## config.mk

```make
export PLATFORM = sky130hd
export DESIGN_NAME = bin_to_bcd_seq
export DESIGN_NICKNAME = d
export VERILOG_FILES = /design/src/rtl/bin_to_bcd_seq.sv
export SDC_FILE = /design/constraint.sdc
export NUM_CORES = 1
export LEC_CHECK = 0
export ABC_AREA = 1
export BUFFER_PORTS_ARGS = -buffer_cell sky130_fd_sc_hd__buf_4
export CORE_ASPECT_RATIO = 0.5
export CORE_UTILIZATION = 30
export DETAILED_ROUTE_END_ITERATION = 8
export GPL_TIMING_DRIVEN = 1
export MAX_ROUTING_LAYER = met4
export PLACE_DENSITY = 0.51
export SYNTH_ARGS = -nofsm -noshare
export SYNTH_HDL_FRONTEND = slang
export SYNTH_SLANG_ARGS = --single-unit
```

## constraint.sdc

```tcl
create_clock -name clk -period 1.8 [get_ports clk]
set_input_delay 0.54 -clock clk [delete_from_list [all_inputs] [get_ports clk]]
set_output_delay 0.54 -clock clk [all_outputs]
set_load 0.05 [all_outputs]
```

## src/rtl/bin_to_bcd_seq.sv

```systemverilog
// Sequential binary-to-BCD converter (shift-and-add-3), one bit per cycle, saturating at 10^DIGITS-1.
// Define BIN2BCD_SIGNED_EN to treat BinIn as two's complement and report its sign on Negative.
module bin_to_bcd_seq #(
  parameter int BIN_W  = 14,
  parameter int DIGITS = 4
) (
  input  logic                  clk,
  input  logic                  rst,
  input  logic                  Start,
  input  logic [BIN_W-1:0]      BinIn,
  output logic                  Busy,
  output logic                  Done,
  output logic [4*DIGITS-1:0]   BCDout,
  output logic                  Overflow,
  output logic                  Negative
);

  localparam int BCD_W = 4 * DIGITS;
  // Scratch holds every digit 2^BIN_W can produce, so oversize inputs still shift cleanly.
  localparam int SCR_D = (DIGITS > (BIN_W + 2) / 3) ? DIGITS : (BIN_W + 2) / 3;
  localparam int SCR_W = 4 * SCR_D;
  localparam int CNT_W = $clog2(BIN_W + 1);

  localparam logic [1:0] IDLE   = 2'd0;
  localparam logic [1:0] SHIFT  = 2'd1;
  localparam logic [1:0] FINISH = 2'd2;

  function automatic logic [63:0] pow10_m1(input int n);
    logic [63:0] p;
    p = 64'd1;
    for (int i = 0; i < n; i++) p = p * 64'd10;
    return p - 64'd1;
  endfunction

  localparam logic [63:0] MAXV = pow10_m1(DIGITS);

  function automatic logic [SCR_W-1:0] add3(input logic [SCR_W-1:0] s);
    logic [SCR_W-1:0] r;
    r = s;
    for (int i = 0; i < SCR_D; i++)
      if (r[4*i +: 4] >= 4'd5) r[4*i +: 4] = r[4*i +: 4] + 4'd3;
    return r;
  endfunction

  function automatic logic [BCD_W-1:0] saturate(input logic [BCD_W-1:0] s, input logic ovf);
    logic [BCD_W-1:0] r;
    r = s;
    if (ovf)
      for (int i = 0; i < DIGITS; i++) r[4*i +: 4] = 4'h9;
    return r;
  endfunction

  logic [1:0]       state;
  logic [BIN_W-1:0] bin_p;
  logic [SCR_W-1:0] scr_p;
  logic [CNT_W-1:0] cnt_p;
  logic             ovf_p;
  logic             neg_p;
  logic [BIN_W-1:0] mag;
  logic             sign;

`ifdef BIN2BCD_SIGNED_EN
  logic signed [BIN_W-1:0] bin_s;
  assign bin_s = $signed(BinIn);
  // Negating the most negative value wraps to 2^(BIN_W-1), which is its correct unsigned magnitude.
  assign mag  = bin_s[BIN_W-1] ? $unsigned(-bin_s) : BinIn;
  assign sign = BinIn[BIN_W-1];
`else
  assign mag  = BinIn;
  assign sign = 1'b0;
`endif

  assign Busy = (state != IDLE);

  always_ff @(posedge clk) begin
    if (rst) begin
      state    <= IDLE;
      bin_p    <= '0;
      scr_p    <= '0;
      cnt_p    <= '0;
      ovf_p    <= 1'b0;
      neg_p    <= 1'b0;
      BCDout   <= '0;
      Overflow <= 1'b0;
      Negative <= 1'b0;
      Done     <= 1'b0;
    end else begin
      Done <= 1'b0;
      case (state)
        IDLE: if (Start) begin
          bin_p <= mag;
          scr_p <= '0;
          cnt_p <= CNT_W'(BIN_W);
          ovf_p <= (64'(mag) > MAXV);
          neg_p <= sign && (mag != '0);
          state <= SHIFT;
        end
        // SHIFT: correct digits first, then move the next binary bit into the scratch
        SHIFT: begin
          {scr_p, bin_p} <= {add3(scr_p), bin_p} << 1;
          cnt_p          <= cnt_p - CNT_W'(1);
          if (cnt_p == CNT_W'(1)) state <= FINISH;
        end
        FINISH: begin
          BCDout   <= saturate(scr_p[BCD_W-1:0], ovf_p);
          Overflow <= ovf_p;
          Negative <= neg_p;
          Done     <= 1'b1;
          state    <= IDLE;
        end
        default: state <= IDLE;
      endcase
    end
  end

endmodule
```

==> results.md, run 1 <==
* Final Total Pwr at 2.66 mW
* Cell Pwr Density at 870 nW/µm²
* Critical path class: flop to output port
* Num Clock Sinks at 55
* CTS clk-pin slew, worst paths at about 0.07 ns
* Startpoint types: flop
* Post-CTS setup buffers at 0
* Buffers on Ports at 35
* Gr ovfl total at 0
* Max Slew Vio Count at 0
* # Max-Cap Violations at 0
* Routed vias at between 2000 and 2500
* Post-Synthesis Cells at around 350
* Top-area cell type share of the netlist area at 43.8%
* CTS Buf Count at 5
* First-pass iteration count of the detailed router at 4
* Post-Route WL at approximately 6000 µm
* Die Height at 66.7 µm
* Most used flip-flop cell after synthesis: dfxtp_1
* Top Ports at 37
* RSZ-0062 raised after global routing: false
* Routed Antenna Nets at 0
* Setup TNS Final at 0 ns
* Most common cell in the netlist: nand2_1
* Detailed Place HPWL at 4090 µm
* Synth Cell Area at roughly 2500 µm²
* Synth unique cells at 25
* Fin crit period at 1.62 ns
* Worst min path class: flop to flop
* Routed vias/inst at 4.73
* Share of layout cells above drive strength 1 at 14.4%
* Area contributors post-synth: dfxtp_1 (44%), nand2_1 (17%), a21oi_1 (7.0%), ha_1 (5.0%), inv_1 (4.2%)
* Yosys top cell by area: dfxtp_1
* CP max stage delay at slightly above 0.4 ns
* Fin. Hold Viols at 0
* VDD IR-drop max at approximately 0.36 mV
* Outcome: finished, final reports clean
* FMAX at between 600 and 700 MHz
* Drt drc at 0
* Leak at ~1.3 nW
* Net Count, Synth at about 380
* Total Routing Usage GR at ~15%
* CP max FO at 3
* Initial core utilization at 31.2%
* Required time worst endpoint at about 1.3 ns
* Clk_skew at 0.00572 ns
* Clock latency on the worst-skew pair at ~0.3 ns
* Die W at 131 µm
* Placed Cells at around 490
* H-tree Lvls at 2
* Ys Warns at 0
* CTS tree: done
* Largest net degree at the start of global routing at 33
* GPL Wtd Cong at 0.821
* Final Setup Violations at 0
* CTS Buffer Depth at 2
* Hold_buf cts at 0
* Number of global-route vias before repair at 2245
* Post-synthesis sequential area ratio at 43.8%
* Core area at approximately 8100 µm²
* Synth top cells by count: nand2_1 (115), dfxtp_1 (55), a21oi_1 (35)
* Register bit total from synthesis at between 50 and 60
* Global-route wire length before repair at roughly 10000 µm
* Rows at 23
* Avg Inst Size Synth at around 7 µm²
* Post-Layout Cell Count at 493
* Arrival time at the worst endpoint at around 1.1 ns
* Worst-path cell chain: inv_1, nand2_1, buf_4
* EDFF count, synth at 0
* CP endpoint kind: output port
* WL per Instance at 12.3 µm
* Drt initial violations at 146
* CP max stage cell: dfxtp_1
* Final antenna diode count at 0
* # nets final at around 410
* Die ar. at between 8000 and 9000 µm²
* Clk Tree Root Cell: clkbuf_16
* Filler cell count in the final layout at 860
* Final Cycle Share at approximately 90%
* Area Overhead vs Synth at 21.8%
* Post-CTS Resized at 0
* Initial antenna violation count at 0
* FFs w/ async S/R, synth at 0%
==> power by group <==
| group | internal [mW] | switching [mW] | leakage [nW] |
|---|---|---|---|
| clock | 0.693 | 0.462 | 0.0868 |
| sequential | 1.25 | 0.0242 | 0.447 |
| combinational | 0.0809 | 0.148 | 0.729 |
| total | 2.03 | 0.634 | 1.26 |
==> final timing paths <==
| path | start | end | slack [ns] | depth (start not counted) |
|---|---|---|---|---|
| max reg2reg | state[0]$_SDFFE_PP0P_ | bin_p[1]$_SDFFE_PP0P_ | 0.36 | 5 |
| max | state[0]$_SDFFE_PP0P_ | Busy | 0.18 | 3 |
| min reg2reg | BCDout[15]$_SDFFE_PP0P_ | BCDout[15]$_SDFFE_PP0P_ | 0.47 | 2 |
| min | BCDout[15]$_SDFFE_PP0P_ | BCDout[15]$_SDFFE_PP0P_ | 0.47 | 2 |
==> cells by family (layout without fill, tap and decap cells) <==
group,count (synthesis),after routing,share of synthesized area (%)
flip-flops,55,55,43.8
adder cells (fa/ha/maj),10,10,4.98
AO/OA/AOI/OAI,68,68,14.8
other,1,1,0.149
AND/OR/NAND/NOR,169,169,28.3
buffers and inverters,45,78,7.92
==> sequential cells by signal, summed over array words and instances, names as in the netlist <==
register / cells
BCDout: 16
Done: 1
Overflow: 1
bin_p: 14
cnt_p: 4
ovf_p: 1
scr_p: 16
state: 2
==> per-stage QoR <==
step / util (%) / worst slack, ns / instance area (µm²) / hold WS (ns)
floorplan: - / 0.442 / 2510 / 0.445
global placement: 35.8 / 0.347 / 2880 / 0.453
detailed placement: 35.8 / 0.232 / 2880 / 0.457
CTS: 38.0 / 0.162 / 3060 / 0.468
global route: 38.0 / 0.115 / 3060 / 0.494
finish: 38.0 / 0.175 / 3060 / 0.468
==> per-layer routing <==
layer | vias to the layer above | wire length, µm | track usage (%)
li1 | 1197 | - | -
met1 | 1068 | 2960 | 17.7
met2 | 55 | 2700 | 24.9
met3 | 11 | 273 | 3.65
met4 | 0 | 141 | 7.85
met5 | - | 0 | -
==> worst max-delay path: cells and delay by family, from the launching register on <==
kind | cells | cell delay (ns)
buffers and inverters | 2 | 0.31
DFF | 1 | 0.41
and+or+nand+nor | 1 | 0.07
==> cell type report <==
| cell class | instances | area (µm²) | area share (%) |
|---|---|---|---|
| tap | 112 | 140 | 4.58 |
| clock inverter | 2 | 35.0 | 1.15 |
| inverter | 30 | 115 | 3.76 |
| clock buffer | 6 | 139 | 4.54 |
| sequential | 55 | 1100 | 36.0 |
| multi-input combinational | 248 | 1210 | 39.7 |
| timing repair buffer | 40 | 313 | 10.2 |
==> cells in the final DEF (no fill, tap or decap) <==
master / netlist / layout
bufinv_16: 0 / 1
inv_4: 1 / 1
conb_1: 1 / 1
buf_4: 1 / 39
a22oi_1: 1 / 1
dfxtp_1: 55 / 55
buf_12: 0 / 1
nor2_4: 2 / 2
o211ai_1: 4 / 4
o21ai_0: 13 / 13
nand2_1: 115 / 115
clkinv_2: 0 / 1
a21oi_1: 35 / 35
nand3_1: 18 / 18
clkbuf_8: 0 / 1
ha_1: 10 / 10
nor3_1: 1 / 1
nor2_8: 1 / 1
o21ai_2: 0 / 1
a21oi_2: 1 / 1
nor2_1: 24 / 24
inv_1: 28 / 28
clkbuf_16: 0 / 5
inv_2: 1 / 1
nand4_1: 8 / 8
a31oi_1: 13 / 13
No activity file was read; power rests on OpenSTA's default activity.
==> run 2: changes to the inputs <==
HOLD_SLACK_MARGIN = 0.1   (was not set)
MAX_ROUTING_LAYER = not set   (was met4)
RECOVER_POWER = 100   (was not set)
==> results.md, run 2 (same netlist as run 1, synthesis figures left out) <==
* Post-Route WL at 6060 µm
* CP endpoint kind: output port
* Post-CTS setup buffers at 0
* Top Layer Used: met4
* Clk Tree Root Cell: clkbuf_16
* Routed vias at around 2300
* Number of global-route vias before repair at 2245
* Psw at about 620 µW
* PnR worst setup slack at ~0.14 ns
* Final instance area at ~3000 µm²
* CTS clk-pin slew, worst paths at about 0.070 ns
* Detailed Place HPWL at a little over 4000 µm
* CTS Buffer Depth at 2
* Hold endpoint: BCDout[1]$_SDFFE_PP0P_
* CTS tree: done
* FF-to-FF path depth at 5
* Placed Cells at 485
* Share of layout cells above drive strength 1 at 13.4%
* Arrival time at the worst endpoint at between 1 and 1.5 ns
* Comb pwr share at just over 8%
* Area Overhead vs Synth at 18.1%
* CP startpoint: state[0]$_SDFFE_PP0P_
* GPL Wtd Cong at 0.809
* Commonest non-fill, non-tap cells in the layout: nand2_1 (115), dfxtp_1 (55), a21oi_1 (35)
* RSZ-0062 raised after global routing: false
* Worst hold start: BCDout[1]$_SDFFE_PP0P_
* Required time worst endpoint at around 1.3 ns
* Rows at 23
* Sequential share of power at roughly 48%
* Core area at 8060 µm²
* Top Ports at 37
* Routed met2 length at ~2700 µm
* Fin crit period at about 1.7 ns
* First-pass iteration count of the detailed router at 4
* FF-to-FF setup slack at about 0.20 ns
* Final Cycle Share at between 90% and 100%
* Max-slew headroom at between 50% and 60%
* Cell Pwr Density at 890 nW/µm²
* Die ar. at about 8800 µm²
* Max Slew Vio Count at 0
* Initial core utilization at a little under a third
* Largest net degree at the start of global routing at 33
* Sw Ratio at between 20% and 30%
* Die Height at 66.7 µm
* Place WS at ~0.23 ns
* CTS Buf Count at 5
* Fin. Hold Viols at 0
* Routed Antenna Nets at 0
* Outcome: finished, final reports clean
* Startpoint types: flop
* Drt initial violations at 172
* Internal power at 2.01 mW
* Global-route wire length before repair at between 10000 and 15000 µm
* Total Routing Usage GR at between 10% and 20%
* Final Setup Violations at 0
* Critical path class: flop to output port
* Worst min path class: flop to flop
* Final Total Pwr at approximately 2.6 mW
* WL per Instance at around 12 µm
* Drt drc at 0
* # nets final at just over 400
* FMAX at ~600 MHz
* VDD IR-drop max at roughly 0.36 mV
* Post-Layout Cell Count at between 400 and 500
* Worst slew pin tran at ~0.72 ns
* Worst flop-to-flop path startpoint: state[1]$_SDFFE_PP0P_
* H-tree Lvls at 2
* Commonest non-fill, non-tap cell in the layout: nand2_1
* Die W at between 100 and 150 µm
* Met3 WL post-DR at about 240 µm
* Gr ovfl total at 0
* Post-CTS Resized at 0
* Placed standard-cell area at 2880 µm²
* Clock Power Share at 43.5%
* Clk_skew at approximately 0.0042 ns
* Leak at about 1.2 nW
* Hold_buf cts at 0
* Final antenna diode count at 0
* Hold Path Depth at 2
* Largest regs: BCDout x16, scr_p x16, bin_p x14
* Routed vias/inst at approximately 4.8
* FF-to-FF End: bin_p[1]$_SDFFE_PP0P_
* Num Clock Sinks at between 50 and 60
* Met1 WL at approximately 3000 µm
* # Max-Cap Violations at 0
* Initial antenna violation count at 0
* Clock latency on the worst-skew pair at roughly 0.30 ns
* Setup TNS Final at 0 ns
* CP max FO at 3
* Buffers on Ports at 35
run 2: cell types whose count changed in the layout (fill, tap and decap cells not counted), sizes merged:
cell    before  now
buf         40   17
clkbuf       6   29
run 2: power groups by stage:
| stage | sequential, mW | combinational (mW) | clock, mW |
|---|---|---|---|
| 5_1_grt | 1.28 | 0.245 | 1.22 |
| 2_1_floorplan | 1.30 | 0.147 | 0 |
| 3_5_place_dp | 1.30 | 0.231 | 0 |
| 4_1_cts | 1.28 | 0.232 | 1.17 |
| 6_report | 1.27 | 0.217 | 1.15 |
| 3_3_place_gp | 1.30 | 0.223 | 0 |
run 2: through the flow:
step           hold WS [ns]  utilization [%]
2_1_floorplan         0.445                -
5_1_grt               0.492             36.8
4_1_cts               0.468             38.0
3_3_place_gp          0.453             35.8
6_report              0.465             36.8
3_5_place_dp          0.457             35.8
run 2: how the worst max path moves through the flow:
stage | to | cells past startpoint
2_1_floorplan | Busy | 2
3_3_place_gp | bin_p[3]$_SDFFE_PP0P_ | 5
3_5_place_dp | bin_p[1]$_SDFFE_PP0P_ | 5
4_1_cts | Busy | 3
5_1_grt | bin_p[1]$_SDFFE_PP0P_ | 5
6_report | Busy | 3
run 2: area by class of cell:
| type | instances | area [µm²] |
|---|---|---|
| Sequential cell | 55 | 1100 |
| Clock inverter | 2 | 35.0 |
| Multi-Input combinational cell | 248 | 1200 |
| Tap cell | 112 | 140 |
| Timing Repair Buffer | 40 | 239 |
| Inverter | 30 | 115 |
| Clock buffer | 6 | 139 |
| Fill cell | 875 | 5090 |
run 2: per-layer routing:
metal  GRT usage (%)  vias to the layer above
li1                -                     1197
met1            17.6                     1090
met2            24.9                       44
met3            3.73                       11
met4            7.85                        0
met5               0                        -
run 2: critical path, stage by stage (launching register included):
cell and delay [ns]:
dfxtp_1 0.39, inv_1 0.11, nand2_1 0.07, clkbuf_2 0.26
